<file path="src/rtl/vga_timing_pkg.sv">
// Shared VGA timing constants (640x480@60) and small helpers for the
// horizontal and vertical timing blocks.
package vga_timing_pkg;

   localparam int   COUNT_W          = 16;

   localparam int   VGA_H_VISIBLE    = 640;
   localparam int   VGA_H_FRONT      = 16;
   localparam int   VGA_H_SYNC       = 96;
   localparam int   VGA_H_BACK       = 48;
   localparam int   VGA_H_TOTAL      = VGA_H_VISIBLE + VGA_H_FRONT + VGA_H_SYNC + VGA_H_BACK;
   localparam logic VGA_HSYNC_ACTIVE = 1'b0;

   localparam int   VGA_V_VISIBLE    = 480;
   localparam int   VGA_V_FRONT      = 10;
   localparam int   VGA_V_SYNC       = 2;
   localparam int   VGA_V_BACK       = 33;
   localparam int   VGA_V_TOTAL      = VGA_V_VISIBLE + VGA_V_FRONT + VGA_V_SYNC + VGA_V_BACK;
   localparam logic VGA_VSYNC_ACTIVE = 1'b0;

   typedef logic [COUNT_W-1:0] count_t;

   // Half-open window test [lo, hi) on a column/row value.
   function automatic logic in_window(count_t c, count_t lo, count_t hi);
      return (c >= lo) && (c < hi);
   endfunction

endpackage

</file>
<file path="src/rtl/h_timing_gen_if.sv">
// Horizontal timing bundle: run control in, pixel strobe/column/decodes out.
interface h_timing_gen_if;
   import vga_timing_pkg::*;

   logic   enable;
   logic   pixel_tick;
   count_t h_count;
   logic   v_count_enable;
   logic   hsync;
   logic   h_video_on;

   modport master (input  enable,
                   output pixel_tick, h_count, v_count_enable, hsync, h_video_on);
   modport slave  (output enable,
                   input  pixel_tick, h_count, v_count_enable, hsync, h_video_on);
endinterface

</file>
<file path="src/rtl/pixel_tick_div.sv">
// System-clock to pixel-rate divider; pix_edge marks the edge that advances
// the column, pixel_tick is its registered one-clk strobe.
module pixel_tick_div
   import vga_timing_pkg::*;
#(
   parameter int CLK_DIV = 4
) (
   input  logic clk,
   input  logic reset,
   input  logic enable,
   output logic pix_edge,
   output logic pixel_tick
);
   localparam int DW = (CLK_DIV > 1) ? $clog2(CLK_DIV) : 1;
   localparam logic [DW-1:0] DIV_LAST = DW'(CLK_DIV - 1);

   logic [DW-1:0] div_cnt;

   assign pix_edge = enable && (div_cnt == DIV_LAST);

   // Phase is held while disabled so resuming neither skips nor repeats a tick.
   always_ff @(posedge clk) begin
      if (reset) begin
         div_cnt    <= '0;
         pixel_tick <= 1'b0;
      end else if (pix_edge) begin
         div_cnt    <= '0;
         pixel_tick <= 1'b1;
      end else begin
         if (enable) div_cnt <= div_cnt + DW'(1);
         pixel_tick <= 1'b0;
      end
   end

endmodule

</file>
<file path="src/rtl/h_timing_gen.sv">
// Horizontal VGA timing: pixel divider, 0..H_TOTAL-1 column counter,
// registered hsync / h_video_on and the end-of-line v_count_enable pulse.
module h_timing_gen
   import vga_timing_pkg::*;
#(
   parameter int   CLK_DIV      = 4,
   parameter int   H_VISIBLE    = VGA_H_VISIBLE,
   parameter int   H_FRONT      = VGA_H_FRONT,
   parameter int   H_SYNC       = VGA_H_SYNC,
   parameter int   H_BACK       = VGA_H_BACK,
   parameter logic HSYNC_ACTIVE = VGA_HSYNC_ACTIVE
) (
   input  logic           clk,
   input  logic           reset,
   h_timing_gen_if.master hif
);
   localparam int     H_TOTAL  = H_VISIBLE + H_FRONT + H_SYNC + H_BACK;
   localparam count_t LAST_COL = count_t'(H_TOTAL - 1);
   localparam count_t VIS_END  = count_t'(H_VISIBLE);
   localparam count_t SYNC_LO  = count_t'(H_VISIBLE + H_FRONT);
   localparam count_t SYNC_HI  = count_t'(H_VISIBLE + H_FRONT + H_SYNC);

   logic   pix_edge;
   logic   pixel_tick;
   count_t h_count;
   count_t h_next;
   logic   wrap;
   logic   v_count_enable;
   logic   hsync;
   logic   h_video_on;

   pixel_tick_div #(.CLK_DIV(CLK_DIV)) u_div (
      .clk        (clk),
      .reset      (reset),
      .enable     (hif.enable),
      .pix_edge   (pix_edge),
      .pixel_tick (pixel_tick)
   );

   always_comb begin
      wrap   = (h_count == LAST_COL);
      h_next = wrap ? '0 : h_count + count_t'(1);
   end

   // Decodes come from h_next so they land on the same edge as the column.
   always_ff @(posedge clk) begin
      if (reset) begin
         h_count        <= '0;
         v_count_enable <= 1'b0;
         hsync          <= ~HSYNC_ACTIVE;
         h_video_on     <= 1'b0;
      end else if (pix_edge) begin
         h_count        <= h_next;
         v_count_enable <= wrap;
         hsync          <= in_window(h_next, SYNC_LO, SYNC_HI) ? HSYNC_ACTIVE : ~HSYNC_ACTIVE;
         h_video_on     <= (h_next < VIS_END);
      end else begin
         v_count_enable <= 1'b0;
      end
   end

   assign hif.pixel_tick     = pixel_tick;
   assign hif.h_count        = h_count;
   assign hif.v_count_enable = v_count_enable;
   assign hif.hsync          = hsync;
   assign hif.h_video_on     = h_video_on;

endmodule

</file>
<file path="src/flat_wrapper.sv">
// flat-port wrapper written by rule: the top's interface ports become plain ports
module h_timing_gen_flat import vga_timing_pkg::*;
#(
   parameter int   CLK_DIV      = 4,
   parameter int   H_VISIBLE    = VGA_H_VISIBLE,
   parameter int   H_FRONT      = VGA_H_FRONT,
   parameter int   H_SYNC       = VGA_H_SYNC,
   parameter int   H_BACK       = VGA_H_BACK,
   parameter logic HSYNC_ACTIVE = VGA_HSYNC_ACTIVE
)
  (clk, reset, hif_enable, hif_pixel_tick, hif_h_count, hif_v_count_enable, hif_hsync, hif_h_video_on);
  h_timing_gen_if hif_i ();
  input  logic clk;
  input  logic reset;
  input wire logic [$bits(hif_i.enable)-1:0] hif_enable;
  output wire logic [$bits(hif_i.pixel_tick)-1:0] hif_pixel_tick;
  output wire logic [$bits(hif_i.h_count)-1:0] hif_h_count;
  output wire logic [$bits(hif_i.v_count_enable)-1:0] hif_v_count_enable;
  output wire logic [$bits(hif_i.hsync)-1:0] hif_hsync;
  output wire logic [$bits(hif_i.h_video_on)-1:0] hif_h_video_on;
  assign hif_i.enable = hif_enable;
  assign hif_pixel_tick = hif_i.pixel_tick;
  assign hif_h_count = hif_i.h_count;
  assign hif_v_count_enable = hif_i.v_count_enable;
  assign hif_hsync = hif_i.hsync;
  assign hif_h_video_on = hif_i.h_video_on;
  h_timing_gen #(.CLK_DIV(CLK_DIV), .H_VISIBLE(H_VISIBLE), .H_FRONT(H_FRONT), .H_SYNC(H_SYNC), .H_BACK(H_BACK), .HSYNC_ACTIVE(HSYNC_ACTIVE)) u_core (.clk(clk), .reset(reset), .hif(hif_i));
endmodule
</file>
<file path="config.mk">
export PLATFORM = sky130hd
export DESIGN_NAME = h_timing_gen_flat
export DESIGN_NICKNAME = d
export VERILOG_FILES = /design/src/rtl/vga_timing_pkg.sv /design/src/rtl/h_timing_gen_if.sv /design/src/rtl/pixel_tick_div.sv /design/src/rtl/h_timing_gen.sv /design/src/flat_wrapper.sv
export SDC_FILE = /design/constraint.sdc
export NUM_CORES = 1
export LEC_CHECK = 0
export CORE_MARGIN = 2
export CORE_UTILIZATION = 30
export CTS_CLUSTER_SIZE = 40
export DETAILED_ROUTE_END_ITERATION = 6
export GPL_TIMING_DRIVEN = 0
export HOLD_SLACK_MARGIN = 0.15
export SLEW_MARGIN = 20
export SYNTH_ARGS = -nofsm -noshare
export SYNTH_HDL_FRONTEND = slang
export SYNTH_SLANG_ARGS = --single-unit
</file>
<file path="constraint.sdc">
create_clock -name clk -period 1.8 [get_ports clk]
set_input_delay 0.36 -clock clk [delete_from_list [all_inputs] [get_ports clk]]
set_output_delay 0.36 -clock clk [all_outputs]
set_load 0.005 [all_outputs]
</file>
; Word-level counts from Yosys, hierarchy flattened
; Index checks and enable logic that the tools add are counted.
[totals]
ff_bits = 22
inputBits = 3
elab_cells = 21
[classes]
addsub = 2
n_lt_le_gt_ge = 3
n_eq_ne = 2
n_mux = 3
bitwise = 1
reduce_logical = 4
[ops]
columns = cell, n
row1 = "< comparator 16 x 10 -> 1 bit, second input constant", 2
row2 = "adder 16 x 1 -> 16 bit, second input constant", 1
row3 = "equality test 16 x 10 -> 1 bit, second input constant", 1
row4 = "greater-or-equal comparator 16 x 10 -> 1 bit, second input constant", 1
row5 = two-way mux 16 bit, 1
row6 = OR reduction 2 bit, 2
row7 = "adder 2 x 1 -> 2 bit, second input constant", 1
row8 = "equality test 2 bit, second input constant", 1
row9 = logical AND 1 bit, 2
row10 = two-way mux 1 bit, 2
row11 = inverter 1 bit, 1

; Longest topological paths before layout
[logic_depth]
ltp_word = 5
depth_mapped = 7
ltp_nobuf = 6

; Cells and area by module
; Synthesis repeated with hierarchy kept, for this count alone.
[hier_totals]
hier_cells = 170
hier_area_um2 = 1412.6
[modules_own_cells]
columns = mod, n_inst, cells_each, area_each_um2, seq_area_each_um2
row1 = h_timing_gen, 1, 158, 1288.7, 380.4
row2 = pixel_tick_div, 1, 12, 123.9, 60.1

; Worst setup path after synthesis
; Ideal clock, no wire load.
[synth_timing]
path_kind = register to register
from = register u_core.h_count[5], in the netlist u_core.hif.h_count[5]
to = register u_core.hsync, in the netlist u_core.hif.hsync
setup_time_ps = 117
t_arrival_ps = 1872
setup_slack_ps = -188
path_stages_with_launch = 7
synth_period_minus_slack_ps = 1988
path_cell_list = dfxtp_1 -> clkbuf_1 -> nand4_1 -> nor4_1 -> mux2_2 -> a2111o_1 -> o22a_1
[synth_between]
elab_chain_cells = 5
word_cells_on_any_way = 7
cone_classes = 1 x add/sub / 2 x order compare / 1 x eq/ne / 2 x mux / 1 x reduce/logical
[synth_rtl]
columns = element, line_no
row1 = "start, declared", h_timing_gen.sv:25  ; count_t h_count;
row2 = "start signal, assigned", h_timing_gen.sv:53  ; h_count <= h_next;
row3 = adder 16 x 1 -> 16 bit / equality test 16 x 10 -> 1 bit (equally long branches), "h_timing_gen.sv:42, h_timing_gen.sv:41"
row4 = two-way mux 16 bit *, h_timing_gen.sv:42  ; h_next = wrap ? '0 : h_count + count_t'(1);
row5 = greater-or-equal comparator 16 x 10 -> 1 bit / < comparator 16 x 10 -> 1 bit (equally long branches), vga_timing_pkg.sv:25  ; return (c >= lo) && (c < hi);
row6 = logical AND 1 bit *, vga_timing_pkg.sv:25
row7 = two-way mux 1 bit *, h_timing_gen.sv:55  ; hsync <= in_window(h_next, SYNC_LO, SYNC_HI) ? HSYNC_ACTIVE : ~HSYNC_ACTIVE;
row8 = "end signal, assigned", h_timing_gen.sv:50  ; hsync <= ~HSYNC_ACTIVE;
row9 = "end signal, assigned", h_timing_gen.sv:55
row10 = "end, declared", h_timing_gen.sv:29  ; logic hsync;
; Mark *: on every way between the ends. The rest lies on a longest branch, timed or not.
; A chain may end at the register's enable or synchronous reset.

; Final worst setup path
[layout_timing]
from = register u_core.h_count[12], in the netlist u_core.hif.h_count[12]
to = register u_core.h_video_on, in the netlist u_core.hif.h_video_on
[layout_between]
elab_chain_cells = 3
word_cells_on_any_way = 4
cone_classes = 1 x add/sub / 1 x order compare / 1 x eq/ne / 1 x mux
[layout_rtl]
columns = element, line_no
row1 = adder 16 x 1 -> 16 bit / equality test 16 x 10 -> 1 bit (equally long branches), "h_timing_gen.sv:42, h_timing_gen.sv:41"
row2 = two-way mux 16 bit *, h_timing_gen.sv:42
row3 = < comparator 16 x 10 -> 1 bit *, h_timing_gen.sv:56  ; h_video_on <= (h_next < VIS_END);
row4 = "end signal, assigned", h_timing_gen.sv:56
row5 = "end, declared", h_timing_gen.sv:30  ; logic h_video_on;
; Marks and branches as above.

==> impl_metrics.toml <==
[critical_path]
critPathCaptureType = "flip-flop"
critical_path_class = "reg -> reg"
cp_delay_by_family_top = "compound AO/OA/AOI/OAI gates"
crit_fanout = 7
worstPathRequired_ns = 1.97
timing.critical_path.cells = "or4_4 -> buf_4 -> o41ai_4 -> o32ai_1 -> o31ai_1"
worstPathArrival_ns = 2.08
critical_path_buf_inv_count = 1
crit_path_start_kind = "flip-flop"
worst_path_largest_cell_delay_ns = 0.54
cpMaxStageDelayCell = "or4_4"

[logic_synthesis]
syn-mean-instance-area_um2 = 8.33
synth.largest_area_cell = "dfxtp_1"
synth_warnings = 0
synth-async-reset-ratio = 0
postSynthNetCount = 163
synthDominantCellAreaShare = 0.335
cell_area_after_technology_mapping_um2 = 1320
ys_dominant_reg_cell = "dfxtp_1"
synth-seq-area-share = 0.335
synth_edf_count = 0
yosysUniqueCellTypes = 45
synthCells = 158
post_synth_main_area_contributors = "dfxtp_1, xnor2_1, nor2_1, nand2_1, nand3_1"
number_of_flip_flops_and_latches_in_the_synthesized_netlist = 22

[place]
placement.setup.worst_slack_ns = -0.346
hpwlAfterDp_um = 2420
dp.cells = 231
postPlaceCellArea_um2 = 1630
placement.io_buffers = 21
gp_congestion = 0.799

[cts]
worst_skew_pair_latency_ns = 0.26
tritoncts.num_buffers = 3
tritoncts = "done"
clockBufferDepth = 2
clkSlewWorstSetupHoldPaths_ns = 0.08
postCtsHoldBufs = 0
cts.htree.levels = 1
cts_num_sinks = 22
cts-root-buf = "clkbuf_8"

[sta]
worst_slew_margin_rel = 0.541
final_worst_path_cycle_share = 1.06
finalCriticalPeriod_ns = 1.90
hold_viol = 0
setup_viol = 8
finClkSkew_ns = 0.00479
max_freq_ghz = 0.525
worst_slew_pin_slew_ns = 0.688
rsz_0062_raised_after_global_routing = "true"
fin_ws_ns = -0.105
timing.setup.tns_ns = -0.570
finalMaxSlewViolations = 0

[global_routing]
grt_first_pass_wirelength_um = 6210
grt_use_total = 0.157
grt_overflow_total = 0
antenna_found_initial = 0
largest_net_degree_at_the_start_of_global_routing = 12
first_global_vias = 1258

[floorplan]
die-width_um = 70.2
io-pin-count = 23
starting_density_of_the_core = 0.307
std_cell_rows = 24
die_height_um = 70.2
design.core.area_um2 = 4290
die_area_um2 = 4930

[routing]
drc = 0
drtPass1Iterations = 4
vias_per_cell = 5.31
wirelength_um = 3770
mean_routed_wirelength_per_cell_um = 14.9
num_vias = 1339
antenna_violating_nets_post_route = 0
drt_iter0_markers = 64

[finish]
final_design_area_no_fill_um2 = 2030
number_of_non_filler_instances_in_the_completed_layout = 252
antenna_cells_inserted = 0
num-nets-final = 207
final-seq-area_um2 = 470
multiInputGateArea_um2 = 972
areaGrowthSynthToFinish_pct = 54.2
layout-drive-gt1-share = 0.355
nFillCells = 413

[power]
power.static_leakage_nw = 0.705
switching_share = 0.219
vdd_ir_drop_max_uv = 599
totalPowerFinal_uw = 839
combinationalPowerShare = 0.060
switching_power_uw = 184
sequential_share_of_power = 0.583
clockPowerShare = 0.358
cellInternalPower_uw = 655
powerDensity_nw_per_um2 = 413

[run_status]
run_status = "complete, but fails checks"
failed_checks = "setup timing"

[worst_hold_path]
holdCritPathClass = "reg -> reg"

[job]
cap_viol_max_count = 0
-- power by group through the flow --
stage	Sequential (mW)	Clock, mW	Combinational, mW
2_1_floorplan	0.507	0	0.0267
3_3_place_gp	0.508	0	0.0402
3_5_place_dp	0.508	0	0.0405
4_1_cts	0.494	0.320	0.0438
5_1_grt	0.489	0.335	0.0555
6_report	0.489	0.300	0.0502
-- worst reg2reg max path, cell delays in order (launching register included) --
cell and delay, ns:
dfxtp_2 0.36, or4_4 0.54, buf_4 0.16, o41ai_4 0.32
o32ai_1 0.16, o31ai_1 0.27
-- cell usage after synthesis, types with 2 or more instances --
master / count
dfxtp_1: 22
nor2_1: 15
nand2_1: 14
nand3_1: 8
o21ai_0: 7
xnor2_1: 7
a21oi_1: 6
clkbuf_1: 5
nor3_1: 5
nor4_1: 5
a22o_1: 4
buf_2: 4
inv_1: 4
nand4_1: 4
o21ai_1: 4
or3_1: 4
mux2i_1: 3
xor2_1: 3
a21o_1: 2
and2_1: 2
ha_1: 2
mux2_2: 2
nand2b_1: 2
o32ai_1: 2
or2_2: 2
-- sequential cells by signal, summed over array words and instances, names as in the netlist --
register,cells
u_core.hif.h_count,16
u_core.hif.h_video_on,1
u_core.hif.hsync,1
u_core.hif.v_count_enable,1
u_core.u_div.div_cnt,2
u_core.u_div.pixel_tick,1
-- layout make-up --
type	instances	share of cell area
multi-input combinational	123	0.479
sequential	22	0.232
timing repair buffer	40	0.194
buffer	8	0.0358
tap	52	0.0321
clock buffer	3	0.0203
inverter	4	0.00740
-- repair_timing --
item                       in CTS  in global routing
buffers inserted               13                  6
resized for setup              30                 28
pin swaps                      16                  7
setup endpoints to repair       9                 12
-- stage by stage --
stage / util / hold slack (ns)
6_report: 0.473 / 0.489
5_1_grt: 0.473 / 0.500
3_3_place_gp: 0.378 / 0.454
3_5_place_dp: 0.378 / 0.465
2_1_floorplan: - / 0.449
4_1_cts: 0.436 / 0.483
-- metal layers --
metal / track usage / vias to the layer above / wire length [µm]
li1: - / 669 / -
met1: 0.229 / 622 / 1760
met2: 0.237 / 46 / 1730
met3: 0.0346 / 2 / 248
met4: 0.0321 / 0 / 30
met5: 0 / - / 0
-- cell families after synthesis --
family	count (synthesis)	synth area share
compound gates	34	0.183
xor+xnor	10	0.0665
fa+ha+maj	2	0.0190
buf+inv	13	0.0409
flops	22	0.335
mux	5	0.0399
simple gates	72	0.317
-- placed cells by master, fill, tap and decap left out, drive strengths merged, types with 5 or more instances in the layout --
cell	synthesis	layout
a21oi	6	6
buf	4	24
clkbuf	5	6
clkdlybuf4s50	0	21
dfxtp	22	22
nand2	14	14
nand3	8	8
nand4	5	5
nor2	15	15
nor3	6	6
nor4	7	7
o21ai	11	11
xnor2	7	7
-- final timing paths --
check | from | end | slack, ns | depth (start not counted)
min reg2reg | u_core.hif.h_video_on$_SDFFE_PP0P_ | u_core.hif.h_video_on$_SDFFE_PP0P_ | 0.49 | 2
min | u_core.hif.h_video_on$_SDFFE_PP0P_ | u_core.hif.h_video_on$_SDFFE_PP0P_ | 0.49 | 2
max | u_core.hif.h_count[12]$_SDFFE_PP0P_ | u_core.hif.h_video_on$_SDFFE_PP0P_ | -0.10 | 5
max reg2reg | u_core.hif.h_count[12]$_SDFFE_PP0P_ | u_core.hif.h_video_on$_SDFFE_PP0P_ | -0.10 | 5
(Power assumes the default switching activity.)
